==> src/rtl/apu_pkg.sv <==
// Shared constants and types for the APU frame sequencer.
package apu_pkg;

    // Default event positions, in CPU-cycle enables from the start of a frame.
    localparam logic [15:0] STEP1_DEF = 16'd7457;
    localparam logic [15:0] STEP2_DEF = 16'd14913;
    localparam logic [15:0] STEP3_DEF = 16'd22371;
    localparam logic [15:0] STEP4_DEF = 16'd29829;
    localparam logic [15:0] STEP5_DEF = 16'd37281;

    // Sequencer mode, as written to bit 1 of $4017.
    localparam logic MODE_4STEP = 1'b0;
    localparam logic MODE_5STEP = 1'b1;

    // RUN counts normally; PEND also counts down the $4017 write delay.
    typedef enum logic {
        RUN  = 1'b0,
        PEND = 1'b1
    } fs_state_e;

endpackage

==> src/rtl/frame_step_decode.sv <==
// Combinational event decode: which strobes a given count value fires.
module frame_step_decode
    import apu_pkg::*;
#(
    parameter logic [15:0] STEP1 = STEP1_DEF,
    parameter logic [15:0] STEP2 = STEP2_DEF,
    parameter logic [15:0] STEP3 = STEP3_DEF,
    parameter logic [15:0] STEP4 = STEP4_DEF,
    parameter logic [15:0] STEP5 = STEP5_DEF
) (
    input  logic [15:0] i_cnt,
    input  logic        i_mode,
    output logic        o_is_quarter,
    output logic        o_is_half,
    output logic        o_is_irq,
    output logic        o_is_wrap,
    output logic [2:0]  o_step_idx
);

    // Match the pre-increment count; STEP4 only matters in 4-step mode, STEP5 only in 5-step mode.
    always_comb begin
        o_is_quarter = 1'b0;
        o_is_half    = 1'b0;
        o_is_irq     = 1'b0;
        o_is_wrap    = 1'b0;
        o_step_idx   = 3'd0;
        if (i_cnt == STEP1) begin
            o_is_quarter = 1'b1;
            o_step_idx   = 3'd1;
        end else if (i_cnt == STEP2) begin
            o_is_quarter = 1'b1;
            o_is_half    = 1'b1;
            o_step_idx   = 3'd2;
        end else if (i_cnt == STEP3) begin
            o_is_quarter = 1'b1;
            o_step_idx   = 3'd3;
        end else if ((i_cnt == STEP4) && (i_mode == MODE_4STEP)) begin
            o_is_quarter = 1'b1;
            o_is_half    = 1'b1;
            o_is_irq     = 1'b1;
            o_is_wrap    = 1'b1;
            o_step_idx   = 3'd4;
        end else if ((i_cnt == STEP5) && (i_mode == MODE_5STEP)) begin
            o_is_quarter = 1'b1;
            o_is_half    = 1'b1;
            o_is_wrap    = 1'b1;
            o_step_idx   = 3'd5;
        end
    end

endmodule

==> src/rtl/apu_frame_sequencer.sv <==
// APU frame sequencer: quarter/half-frame strobes, frame IRQ and the $4017 write delay.
// Handshake: wr_en and irq_clr are single-cycle strobes with no back-pressure;
// quarter_frame/half_frame are single-cycle registered pulses, frame_irq is a level.
module apu_frame_sequencer
    import apu_pkg::*;
#(
    parameter logic [15:0] STEP1    = STEP1_DEF,
    parameter logic [15:0] STEP2    = STEP2_DEF,
    parameter logic [15:0] STEP3    = STEP3_DEF,
    parameter logic [15:0] STEP4    = STEP4_DEF,
    parameter logic [15:0] STEP5    = STEP5_DEF,
    parameter int unsigned WR_DELAY = 3
) (
    input  logic       clk,
    input  logic       rst_n,
    input  logic       ce,
    input  logic       wr_en,
    input  logic [1:0] wr_data,
    input  logic       irq_clr,
    output logic       quarter_frame,
    output logic       half_frame,
    output logic       frame_irq,
    output logic [2:0] step,
    output logic       dbg_state
);

    localparam logic [1:0] PEND_INIT = 2'(WR_DELAY - 1);

    logic [15:0] r_cnt;
    logic        r_mode;
    logic        r_inhibit;
    logic [1:0]  r_pend_cnt;
    fs_state_e   r_state;
    logic        r_quarter;
    logic        r_half;
    logic        r_irq;
    logic [2:0]  r_step;

    logic        w_is_quarter;
    logic        w_is_half;
    logic        w_is_irq;
    logic        w_is_wrap;
    logic [2:0]  w_step_idx;

    frame_step_decode #(
        .STEP1 (STEP1),
        .STEP2 (STEP2),
        .STEP3 (STEP3),
        .STEP4 (STEP4),
        .STEP5 (STEP5)
    ) u_decode (
        .i_cnt        (r_cnt),
        .i_mode       (r_mode),
        .o_is_quarter (w_is_quarter),
        .o_is_half    (w_is_half),
        .o_is_irq     (w_is_irq),
        .o_is_wrap    (w_is_wrap),
        .o_step_idx   (w_step_idx)
    );

    // Counter, mode latch and write-delay FSM; the delayed reset beats an event wrap.
    always_ff @(posedge clk or negedge rst_n) begin
        if (!rst_n) begin
            r_cnt      <= 16'd0;
            r_mode     <= MODE_4STEP;
            r_inhibit  <= 1'b0;
            r_pend_cnt <= 2'd0;
            r_state    <= RUN;
        end else begin
            if (ce) begin
                if (w_is_wrap) begin
                    r_cnt <= 16'd0;
                end else begin
                    r_cnt <= r_cnt + 16'd1;
                end
                if (r_state == PEND) begin
                    if (r_pend_cnt == 2'd0) begin
                        r_cnt   <= 16'd0;
                        r_state <= RUN;
                    end else begin
                        r_pend_cnt <= r_pend_cnt - 2'd1;
                    end
                end
            end
            if (wr_en) begin
                r_mode     <= wr_data[1];
                r_inhibit  <= wr_data[0];
                r_pend_cnt <= PEND_INIT;
                r_state    <= PEND;
            end
        end
    end

    // Registered strobes and step index; a 5-step write clocks quarter+half at once.
    always_ff @(posedge clk or negedge rst_n) begin
        if (!rst_n) begin
            r_quarter <= 1'b0;
            r_half    <= 1'b0;
            r_step    <= 3'd0;
        end else begin
            r_quarter <= (ce & w_is_quarter) | (wr_en & wr_data[1]);
            r_half    <= (ce & w_is_half) | (wr_en & wr_data[1]);
            if (ce && (w_is_quarter || w_is_half)) begin
                r_step <= w_step_idx;
            end
        end
    end

    // Frame IRQ flag: a set on the STEP4 event wins over any clear in the same cycle.
    always_ff @(posedge clk or negedge rst_n) begin
        if (!rst_n) begin
            r_irq <= 1'b0;
        end else if (ce && w_is_irq && !r_inhibit) begin
            r_irq <= 1'b1;
        end else if (irq_clr || (wr_en && wr_data[0])) begin
            r_irq <= 1'b0;
        end
    end

    assign quarter_frame = r_quarter;
    assign half_frame    = r_half;
    assign frame_irq     = r_irq;
    assign step          = r_step;
    assign dbg_state     = r_state;

endmodule

==> config.mk <==
export PLATFORM = sky130hd
export DESIGN_NAME = apu_frame_sequencer
export DESIGN_NICKNAME = d
export VERILOG_FILES = /design/src/rtl/apu_pkg.sv /design/src/rtl/frame_step_decode.sv /design/src/rtl/apu_frame_sequencer.sv
export SDC_FILE = /design/constraint.sdc
export NUM_CORES = 1
export LEC_CHECK = 0
export CORE_MARGIN = 2
export CORE_UTILIZATION = 45
export CTS_BUF_LIST = sky130_fd_sc_hd__clkbuf_8
export CTS_CLUSTER_DIAMETER = 120
export CTS_CLUSTER_SIZE = 40
export DETAILED_ROUTE_END_ITERATION = 8
export SYNTH_ARGS = -nofsm -noshare
export SYNTH_HDL_FRONTEND = slang
export SYNTH_SLANG_ARGS = --single-unit
==> constraint.sdc <==
create_clock -name clk -period 2.2 [get_ports clk]
set_input_delay 0.66 -clock clk [delete_from_list [all_inputs] [get_ports clk]]
set_output_delay 0.66 -clock clk [all_outputs]
set_load 0.02 [all_outputs]
== Word-level counts from Yosys, hierarchy flattened ==
Cells that the tools add are included.

* Add/sub/neg operators: 2
* Eq/ne operators: 6
* Muxes and demuxes: 32
* Bitwise operators: 6
* Reduce and logical (&&, ||, !) cells: 14

{| class="wikitable"
|+ Operator list
! operator !! number
|-
| 2-to-1 mux 16 bit || 3
|-
| == test 16 x 15 -> 1 bit, second input constant || 2
|-
| 2-to-1 mux 1 bit || 20
|-
| adder 16 x 1 -> 16 bit, second input constant || 1
|-
| == test 16 x 13 -> 1 bit, second input constant || 1
|-
| == test 16 x 14 -> 1 bit, second input constant || 1
|-
| == test 16 bit, second input constant || 1
|-
| 2-to-1 mux 3 bit || 5
|-
| 2-to-1 mux 2 bit || 4
|-
| logical AND 1 bit || 6
|-
| nonzero test 2 bit || 3
|-
| bitwise AND 1 bit || 3
|-
| AND reduction 3 bit || 1
|-
| zero test 2 bit || 1
|-
| logical OR 1 bit || 2
|-
| inequality test 2 bit, second input constant || 1
|-
| bitwise OR 1 bit || 2
|-
| subtractor 2 x 1 -> 2 bit, second input constant || 1
|-
| zero test 1 bit || 1
|-
| NOT 1 bit || 1
|}

* Flip-flop bits (word level): 27
* Input bits: 7
* Output and inout bits: 7
* Word-level logic and storage cells: 69

== Longest topological paths before layout ==
Gate-level depths: netlist of the first run.

* Word-level depth: 10
* Depth in mapped cells: 8
* Mapped depth without buffers: 7

== Cells and area by module ==
A second synthesis of the first run with hierarchy kept.

* Cells, all modules: 155
* Area, all modules: 1458.9 um2

{| class="wikitable"
|+ By module, submodules not included
! module !! times used !! cells each !! area an instance (um2) !! sequential area each (um2)
|-
| apu_frame_sequencer || 1 || 127 || 1256.2 || 675.6
|-
| frame_step_decode || 1 || 28 || 202.7 || 0.0
|}

== Least setup slack after synthesis of the first run ==
OpenSTA, ideal clock, no wires.

* Path type: reg2reg
* From: register r_cnt[1]
* To: register r_cnt[10]
* Setup time: 0.129 ns
* Arrival time: 1.768 ns
* Data required time: 2.071 ns
* Path slack: 0.303 ns
* Cell stages (with the launch flop): 9
* Buffers on the path: 1
* Period minus slack after synthesis: 1.897 ns
* Cell sequence: dfrtp_1 > inv_1 > ha_1 > or3b_2 > nor4_4 > a22oi_2 > buf_6 > a32oi_1 > o31ai_1

* Longest elaborated chain between the ends: 10
* Elaborated cells on any way between the ends: 16
* Classes of those cells: add/sub: 1; eq/ne: 5; mux: 8; reduce/logical: 2

{| class="wikitable"
|+ Ends and longest elaborated chain
! element !! line !! text
|-
| start: declaration || apu_frame_sequencer.sv:29 || <nowiki>logic [15:0] r_cnt;</nowiki>
|-
| start signal: assignment || apu_frame_sequencer.sv:74 || <nowiki>r_cnt <= r_cnt + 16'd1;</nowiki>
|-
| == test 16 bit || frame_step_decode.sv:43 || <nowiki>end else if ((i_cnt == STEP5) && (i_mode == MODE_5STEP)) begin</nowiki>
|-
| logical AND 1 bit || frame_step_decode.sv:43 ||
|-
| 2-to-1 mux 1 bit || frame_step_decode.sv:43 ||
|-
| 2-to-1 mux 1 bit || frame_step_decode.sv:37 || <nowiki>end else if ((i_cnt == STEP4) && (i_mode == MODE_4STEP)) begin</nowiki>
|-
| 2-to-1 mux 1 bit || frame_step_decode.sv:34 || <nowiki>end else if (i_cnt == STEP3) begin</nowiki>
|-
| 2-to-1 mux 1 bit || frame_step_decode.sv:30 || <nowiki>end else if (i_cnt == STEP2) begin</nowiki>
|-
| 2-to-1 mux 1 bit || frame_step_decode.sv:27 || <nowiki>if (i_cnt == STEP1) begin</nowiki>
|-
| 2-to-1 mux 16 bit (*) || apu_frame_sequencer.sv:71 || <nowiki>if (w_is_wrap) begin</nowiki>
|-
| 2-to-1 mux 16 bit || apu_frame_sequencer.sv:77 || <nowiki>if (r_pend_cnt == 2'd0) begin</nowiki>
|-
| 2-to-1 mux 16 bit (*) || apu_frame_sequencer.sv:76 || <nowiki>if (r_state == PEND) begin</nowiki>
|}

Every way passes the cells marked *; elsewhere a longest branch is shown, timed or not.
A chain may end at the register's enable or synchronous reset.

== Worst setup path in the final report of the first run ==
* From: register r_cnt[1]
* To: register r_cnt[12]

The elaborated chain is that of the path after synthesis.

==> summary.md, run 1 <==
| Metric | Value |
|---|---|
| Synth warn | `0` |
| GP Congestion | `around 0.84` |
| Die height | `64.5 µm` |
| CTS Sinks | `27` |
| Synth Area in XOR/XNOR | `less than 1%` |
| CTS buffer count | `3` |
| Tmin final | `2.08 ns` |
| I/O pin cnt | `14` |
| Worst setup SP type | `flip-flop` |
| Post-synthesis cell count | `179` |
| Share of cells above drive strength 1 | `approximately a fifth` |
| CTS clk-pin slew, worst paths | `0.10 ns` |
| Status | `complete, no violations` |
| WL per Instance | `16.0 µm` |
| Max incr delay on CP | `0.42 ns` |
| DR vias/cell | `6.04` |
| Clk buf depth | `2` |
| Synth area leader | `dfrtp_1` |
| Seq/Total Area, Yosys | `roughly two fifths` |
| Sequence of cells on the critical path | `inv_2, ha_4, or3b_4, nor4_4, a22oi_2, buf_6, a22oi_1, o41ai_2` |
| Vias in the first global route | `1398` |
| Synth Area in Simple Gates | `27.9%` |
| Cell Rows | `21` |
| Synth async-reset ratio | `100%` |
| First-pass iteration count of the detailed router | `5` |
| Area growth syn-to-layout | `24.0%` |
| Critical path class | `reg2reg` |
| Post-route clock period utilization | `between 90 and 100%` |
| Fmax | `0.481 GHz` |
| Initial Utilization | `48.3%` |
| Share of the synthesized area in the top cell type | `41.0%` |
| Critical path endpoint category | `flip-flop` |
| CP Data Required Time | `2.35 ns` |
| Max Transition Viols Final | `0` |
| Leakage | `0.000856 µW` |
| Synth Area per Inst | `9.21 µm²` |
| CP delay by family, top | `simple AND/OR/NAND/NOR gates` |
| Number of synthesized flops with an enable pin | `0` |
| Most common cell in the netlist | `dfrtp_1` |
| DP Wirelength | `2.83 mm` |
| CP max FO | `6` |
| Largest cells by area after synthesis | `dfrtp_1, nand2_1, nand4_1` |
| Clk root buf | `clkbuf_8` |
| Final hold vios | `0` |
| Final Routed Wirelength | `4.01 mm` |
| Gr ovfl total | `0` |
| Nets@finish | `215` |
| Least-Margin Pin Slew | `0.421 ns` |
| Fraction of synthesized area in multiplexers | `0.607%` |
| Cell variety after synth | `between 50 and 60` |
| Initial antenna violation count | `0` |
| WP buf/inv | `2` |
| Top cells by count, synth | `dfrtp_1, nand2_1, nand3_1, inv_1, nand4_1` |
| Global-route wire length before repair | `6.77 mm` |
| Post-Synth Adder-Cell Area | `2.28%` |
| Worst slew margin | `72.0%` |
| Post-route ant nets | `0` |
| Compound-Gate Fraction of Synth Area | `between 20% and 30%` |
| Power Density | `972 nW/µm²` |
| Synthesized flop and latch total | `27` |
| Ys flop type | `dfrtp_1` |
| Mapped Area | `1650 µm²` |
| DRT iter0 DRCs | `177` |
| Critical path's slowest cell | `dfrtp_1` |
| Largest net degree at the start of global routing | `28` |
| Largest family of logic cells by synthesized area | `simple AND/OR/NAND/NOR gates` |
| Multi-input logic area | `918 µm²` |
| Hold Crit Class | `reg2reg` |
| VDD IR max | `about 0.43 mV` |
| # fillers | `295` |
| CTS H-tree lvls | `1` |
| Overall routing resource usage | `approximately a fifth` |
| Die span in x | `64.5 µm` |
| Hold_ws | `0.476 ns` |
| Post-synth net total | `approximately 190` |
| Endpoints failing setup | `0` |
| Register area | `a little under 700 µm²` |
| Die Area | `about 4200 µm²` |
| Worst Path Arrival | `2.23 ns` |
| Max-cap viol count | `0` |
| CTS tree | `done` |
| Port bufs | `13` |
| N_diodes | `0` |
| Worst Clk Skew | `0.00750 ns` |
| DRC viols | `0` |
| Clock Latency Late Sink | `0.28 ns` |
| Total power draw | `1990 µW` |
| Core box area | `3420 µm²` |
| Vias | `1510` |
==> per-stage QoR <==
stage	setup TNS [ns]	cells	setup slack (ns)	util, %	area [µm²]
floorplan	0	179	0.303	-	1650
global placement	0	240	0.144	55.2	1890
detailed placement	0	240	0.0736	55.2	1890
CTS	0	244	0.0500	56.6	1930
global route	-0.0374	250	-0.0253	59.9	2040
finish	0	250	0.120	59.9	2040
==> per-layer routing <==
metal	part of all wire, %	global-route usage [%]	up-vias
met5	0	0	-
met4	1.3	4.26	0
met3	4.1	2.78	6
met2	46	31.6	46
met1	48	30.6	731
li1	-	-	727
==> sequential cells by signal, indices dropped and copies added, names as in the netlist <==
signal,count
r_inhibit,1
step,3
quarter_frame,1
frame_irq,1
r_pend_cnt,2
r_mode,1
r_cnt,16
dbg_state,1
half_frame,1
==> cell type report <==
class	count	share of cell area [%]
timing repair buffer	35	15.1
multi-input combinational	128	44.9
clock buffer	3	2.02
clock inverter	1	0.245
tap	46	2.82
inverter	10	1.84
sequential	27	33.0
==> worst paths after layout <==
| kind | from | to | slack [ns] | cells past startpoint |
|---|---|---|---|---|
| min in group asynchronous | rst_n | quarter_frame | 0.74 | 2 |
| max in group asynchronous | rst_n | r_cnt[6] | 1.19 | 2 |
| setup / recovery | r_cnt[1] | r_cnt[12] | 0.12 | 8 |
| setup reg to reg | r_cnt[1] | r_cnt[12] | 0.12 | 8 |
| hold reg to reg | r_inhibit | frame_irq | 0.48 | 1 |
| hold / removal | r_inhibit | frame_irq | 0.48 | 1 |
==> power breakdown <==
group	total, µW	switching (µW)	internal, µW
clock network	288	161	127
registers	791	165	625
logic	908	500	407
==> logic make-up (layout without fill, tap and decap cells) <==
group / after synthesis / count (layout)
DFF: 27 / 27
muxes: 1 / 1
adders and majority gates: 3 / 3
and+or+nand+nor: 78 / 78
xor gates and xnor gates: 1 / 1
AOI/OAI and AO/OA: 45 / 45
buffers and inverters: 24 / 49
==> layout by cell type, fill, tap and decap left out, drive strengths merged, types with 2 or more instances in the layout <==
| cell type | netlist | layout |
|---|---|---|
| dfrtp | 27 | 27 |
| nand2 | 23 | 23 |
| buf | 9 | 22 |
| clkdlybuf4s50 | 0 | 13 |
| nand3 | 11 | 11 |
| nand4 | 9 | 9 |
| inv | 9 | 9 |
| o311ai | 7 | 7 |
| o31ai | 6 | 6 |
| o21ai | 6 | 6 |
| nand3b | 5 | 5 |
| nor2 | 5 | 5 |
| o311a | 5 | 5 |
| nor4 | 5 | 5 |
| a22oi | 5 | 5 |
| nand2b | 3 | 3 |
| and2 | 3 | 3 |
| and3 | 3 | 3 |
| a21oi | 3 | 3 |
| clkbuf | 5 | 3 |
| ha | 3 | 3 |
| nand4b | 2 | 2 |
| nor3 | 2 | 2 |
| a21o | 2 | 2 |
| or3b | 2 | 2 |
| clkinv | 1 | 2 |
| o41ai | 2 | 2 |
==> timing repair <==
action                     4_1_cts  5_1_grt
hold buffers                     0        0
buffers inserted                 0        5
resized for setup                0       11
hold endpoints to repair         0        0
setup endpoints to repair        0       15
Power figures use the tool's default switching activity.
==> run 2, diff against run 1 <==
- clock period: 2.2 -> 2.4 ns (I/O delays scaled with it)
==> run 2 against run 1 <==
Cell count is 6.0% lower. Flip-flop and latch count stayed put. Total power is 15% lower. Global-route usage hardly changed. Via count is 4.5% lower. Maximum frequency is 6.0% lower. Clock skew is 0.0037 ns lower. Worst setup slack better by 0.068 ns. Non-clock buffer count is 15 lower. Hold slack worse by 0.010 ns. Routed wire length is 4.2% lower. Combinational power is 29% lower. Critical endpoint is now r_cnt[8].
==> summary.md, run 2 (synthesis gave the netlist of run 1 again) <==
| Metric | Value |
|---|---|
| Status | `complete, no violations` |
| Critical path class | `reg2reg` |
| Clock Latency Late Sink | `0.27 ns` |
| DRC viols | `0` |
| DP Wirelength | `~2.8 mm` |
| Post_cts resized | `0` |
| Post-route ant nets | `0` |
| Gate power share | `between 30% and 40%` |
| Most frequent cells in the layout | `dfrtp_1, nand2_1, clkdlybuf4s50_1` |
| # fillers | `314` |
| Reg with most FFs | `r_cnt` |
| Sequence of cells on the critical path | `ha_1, or3b_2, nor4_4, a22oi_2, nand3_2, o311ai_0` |
| N_diodes | `0` |
| Critical path's slowest cell | `o311ai_0` |
| DRT iter0 DRCs | `140` |
| Max-cap viol count | `0` |
| Power Density | `903 nW/µm²` |
| Setup repair bufs after CTS | `0` |
| Overall routing resource usage | `20.4%` |
| CTS buffer count | `3` |
| Final hold vios | `0` |
| Critical path endpoint category | `flip-flop` |
| WP buf/inv | `0` |
| Worst setup SP type | `flip-flop` |
| CTS clk-pin slew, worst paths | `about 0.09 ns` |
| Least-Margin Pin Slew | `0.430 ns` |
| First-pass iteration count of the detailed router | `4` |
| Worst Clk Skew | `0.00382 ns` |
| CTS H-tree lvls | `1` |
| Initial antenna violation count | `0` |
| Max Transition Viols Final | `0` |
| Hold Crit Class | `reg2reg` |
| CTS Sinks | `27` |
| Worst slew margin | `71.1%` |
| Core box area | `between 3000 and 4000 µm²` |
| Post-route setup TNS | `0 ns` |
| R2R setup slack | `approximately 0.19 ns` |
| Flop pwr share | `46.8%` |
| Max incr delay on CP | `0.47 ns` |
| CP max FO | `15` |
| Share of cells above drive strength 1 | `10.1%` |
| Finished Layout Cells | `235` |
| Most common cell after layout, fill and taps aside | `dfrtp_1` |
| Total power draw | `1680 µW` |
| VDD IR max | `approximately 0.43 mV` |
| Clk root buf | `clkbuf_8` |
| Die height | `between 60 and 70 µm` |
| Largest net degree at the start of global routing | `28` |
| I/O pin cnt | `14` |
| Vias | `1442` |
| Fmax | `0.452 GHz` |
| Tmin final | `2.21 ns` |
| GP Congestion | `0.874` |
| Area growth syn-to-layout | `13.1%` |
| Gr ovfl total | `0` |
| Worst Path Arrival | `2.35 ns` |
| Cts hold-fix bufs | `0` |
| Net Switching | `705 µW` |
| Internal | `979 µW` |
| Switching Fraction | `41.9%` |
| DR vias/cell | `roughly 6` |
| DP Cell Count | `around 230` |
| WL per Instance | `16.3 µm` |
| CP delay by family, top | `compound AO/OA/AOI/OAI gates` |
| Nets@finish | `200` |
| Final Routed Wirelength | `3.84 mm` |
| Global-route wire length before repair | `6.69 mm` |
| Max FFs per register | `16` |
| Initial Utilization | `48.3%` |
| Post-route clock period utilization | `about 92%` |
| Vias in the first global route | `1410` |
| Port bufs | `13` |
| Leakage | `between 0.0007 and 0.0008 µW` |
| CP Data Required Time | `roughly 2.5 ns` |
| Die Area | `4160 µm²` |
| Clk buf depth | `2` |
| CTS tree | `done` |
| Die span in x | `64.5 µm` |
| Endpoints failing setup | `0` |
| Clock power share | `15.1%` |
| RSZ-0062 raised after global routing | `no` |
| Cell Rows | `21` |
[run 2: layout make-up]
cell class,instances,area (µm²),share of cell area [%]
multi-input cells,128,865,46.4
flip-flops and latches,27,676,36.2
repair buffers,20,183,9.80
well taps,46,57.6,3.09
clock buffers,3,41.3,2.21
inverters,10,37.5,2.01
clock inverters,1,5.00,0.268
[run 2: path summary, 6_finish.rpt]
check / from / to / cells past startpoint
max: r_cnt[0] / r_cnt[8] / 6
min: r_inhibit / frame_irq / 1
max reg2reg: r_cnt[0] / r_cnt[8] / 6
min reg2reg: r_inhibit / frame_irq / 1
max in group asynchronous: rst_n / r_cnt[7] / 2
min in group asynchronous: rst_n / quarter_frame / 2
[run 2: power by group through the flow]
stage          sequential [µW]  clock (µW)  combinational [µW]
6_report                   789         255                 641
5_1_grt                    815         290                 725
4_1_cts                    783         265                 641
3_5_place_dp               791           0                 640
3_3_place_gp               784           0                 619
2_1_floorplan              668           0                 578
[run 2: worst register-to-register path, stage by stage, from the launching register on]
cell and delay [ns]:
dfrtp_1 0.44, ha_1 0.24, or3b_2 0.23, nor4_4 0.05, a22oi_2 0.31, nand3_2 0.34, o311ai_0 0.48
[run 2: per-layer routing]
metal,global-route usage (%),wire length (µm),vias to the layer above
li1,-,-,697
met1,28.4,1820,705
met2,33.3,1840,35
met3,2.26,133,5
met4,6.65,45,0
met5,0,0,-
[run 2: per-stage QoR]
step	hold slack, ns	cell area, µm²	util (%)	setup slack [ns]
3_5_place_dp	0.454	1820	53.2	0.0705
2_1_floorplan	0.424	1650	-	0.503
4_1_cts	0.468	1860	54.6	0.152
5_1_grt	0.494	1860	54.6	0.0531
6_report	0.466	1860	54.6	0.188
3_3_place_gp	0.442	1820	53.2	0.240
==> RTL edit, RTL diff (flow settings as in run 1) <==
Register the input `irq_clr` before use, without a reset. The logic sees it one clock later. The other inputs are not delayed to match. Comments in the files are not updated.
--- a/src/rtl/apu_frame_sequencer.sv
+++ b/src/rtl/apu_frame_sequencer.sv
@@ -25,6 +25,12 @@
 );
 
     localparam logic [1:0] PEND_INIT = 2'(WR_DELAY - 1);
+
+    logic irq_clr_q;
+
+    always_ff @(posedge clk) begin
+        irq_clr_q <= irq_clr;
+    end
 
     logic [15:0] r_cnt;
     logic        r_mode;
@@ -112,7 +118,7 @@
             r_irq <= 1'b0;
         end else if (ce && w_is_irq && !r_inhibit) begin
             r_irq <= 1'b1;
-        end else if (irq_clr || (wr_en && wr_data[0])) begin
+        end else if (irq_clr_q || (wr_en && wr_data[0])) begin
             r_irq <= 1'b0;
         end
     end
Formal check against the unedited RTL: no difference found for any inputs over 10 cycles, from zero or initial values and one cycle with rst_n low; that may be too few to reach the edited logic, so the function may still have changed.
==> RTL edit against run 1 <==
- the run now ends with setup timing left
- count of clock-buffer cells in the layout unchanged
- sequential cell count grew 1
- design area shrank 1.3%
- worst setup slack got worse by 0.22 ns
- wire length increased by 3.1%
- sequential share of layout area is 1.5 points higher
- area after synthesis is 4.9% lower
- clock skew barely moved
- critical path type unchanged
Power is not compared: it rests on default switching activity, and its combinational part moved more than twofold at a synthesized area within 25%.
==> RTL edit: results (changes against run 1) <==
* Largest fanout on the critical path at 12 (was 6)
* Metal2 WL at 2070 um (was 1850 um)
* Worst clock skew at 0.00763 ns (was 0.00750 ns)
* Vias in the first global route at 1509 (was 1398)
* Yosys cell types at 44 (was 51)
* Nets@finish at 222 (was 215)
* Failing checks: setup timing
* Met1 wire length at 1800 um (was 1940 um)
* Synth area leaders: dfrtp_1, nand2_1, o21ai_0 (was dfrtp_1, nand2_1, nand4_1)
* Routed wl met3 at 216 um (was 166 um)
* HPWL Detailed at 3070 um (was 2830 um)
* Tot GR Track Use at 23.2% (was 20.5%)
* Slew @ Worst Pin at 0.419 ns (was 0.421 ns)
* # setup viols final at 13 (was 0)
* Synth cell count leaders: dfrtp_1, nand2_1, nor2_1, o21ai_0, inv_1 (was dfrtp_1, nand2_1, nand3_1, inv_1, nand4_1)
* Sequential share of the synthesized area at 44.3% (was 41.0%)
* Initial DRC count at 68 (was 177)
* Status: finished, violations left (was completed)
* Critical R2R Launch: r_cnt[5] (was r_cnt[1])
* CP max-delay cell: or4_4 (was dfrtp_1)
* Top cell type's share of synthesized area at 43.1% (was 41.0%)
* R2R cell count at 7 (was 8)
* Worst Slack Setup Final at -0.0980 ns (was 0.120 ns)
* TNS Setup at -0.521 ns (was 0 ns)
* Met3 usage at 5.36% (was 2.78%)
* Syn Nets at 183 (was 189)
* TritonRoute pass-1 iters at 4 (was 5)
* Filler Cell Count at 342 (was 295)
* CP Data Arrival Time at 2.47 ns (was 2.23 ns)
* Crit path to: r_cnt[8] (was r_cnt[12])
* CP top delay family: simple AND/OR/NAND/NOR gates (unchanged)
* DR WL/cell at 16.1 um (was 16.0 um)
RTL edit: cell count changes after synthesis, moves of 5 or more:
| cell | delta |
|---|---|
| nand4_1 | -8 |
| o31ai_1 | -6 |
| nor2_1 | +10 |
| nor3_1 | +6 |
| o21ai_0 | +8 |
| buf_2 | -6 |
| o311a_1 | -5 |
RTL edit: worst min path at each step:
stage	from	to	slack [ns]	depth (start not counted)
3_3_place_gp	r_inhibit	frame_irq	0.44	1
4_1_cts	r_inhibit	frame_irq	0.47	1
3_5_place_dp	r_inhibit	frame_irq	0.46	1
6_report	r_inhibit	frame_irq	0.47	1
5_1_grt	r_inhibit	frame_irq	0.51	1
2_1_floorplan	rst_n	dbg_state	0.36	0
RTL edit: cell families after synthesis:
logic type                 synth area share [%]
adders and majority gates                  2.39
xor gates and xnor gates                   1.12
and+or+nand+nor                            29.7
buffers and inverters                      3.59
AOI/OAI and AO/OA                          18.2
muxes                                     0.638
DFF                                        44.3
RTL edit: final cells by class:
class / instances / share of cell area (%)
clock inverter: 1 / 1.49
tap: 46 / 2.85
clock buffer: 3 / 2.05
sequential: 28 / 34.6
multi-input combinational: 132 / 40.8
timing repair buffer: 38 / 16.6
inverter: 9 / 1.67
RTL edit: stage by stage:
step | worst slack [ns] | instances | area [um^2]
5_1_grt | -0.163 | 257 | 2020
4_1_cts | -0.117 | 257 | 2010
2_1_floorplan | -0.0615 | 173 | 1570
3_5_place_dp | -0.275 | 248 | 1880
3_3_place_gp | -0.211 | 248 | 1880
6_report | -0.0980 | 257 | 2020
RTL edit: timing repair:
action	4_1_cts	5_1_grt
endpoints found under the setup margin	18	19
pin swaps	4	1
buffers inserted	5	0
gates resized for setup	4	1
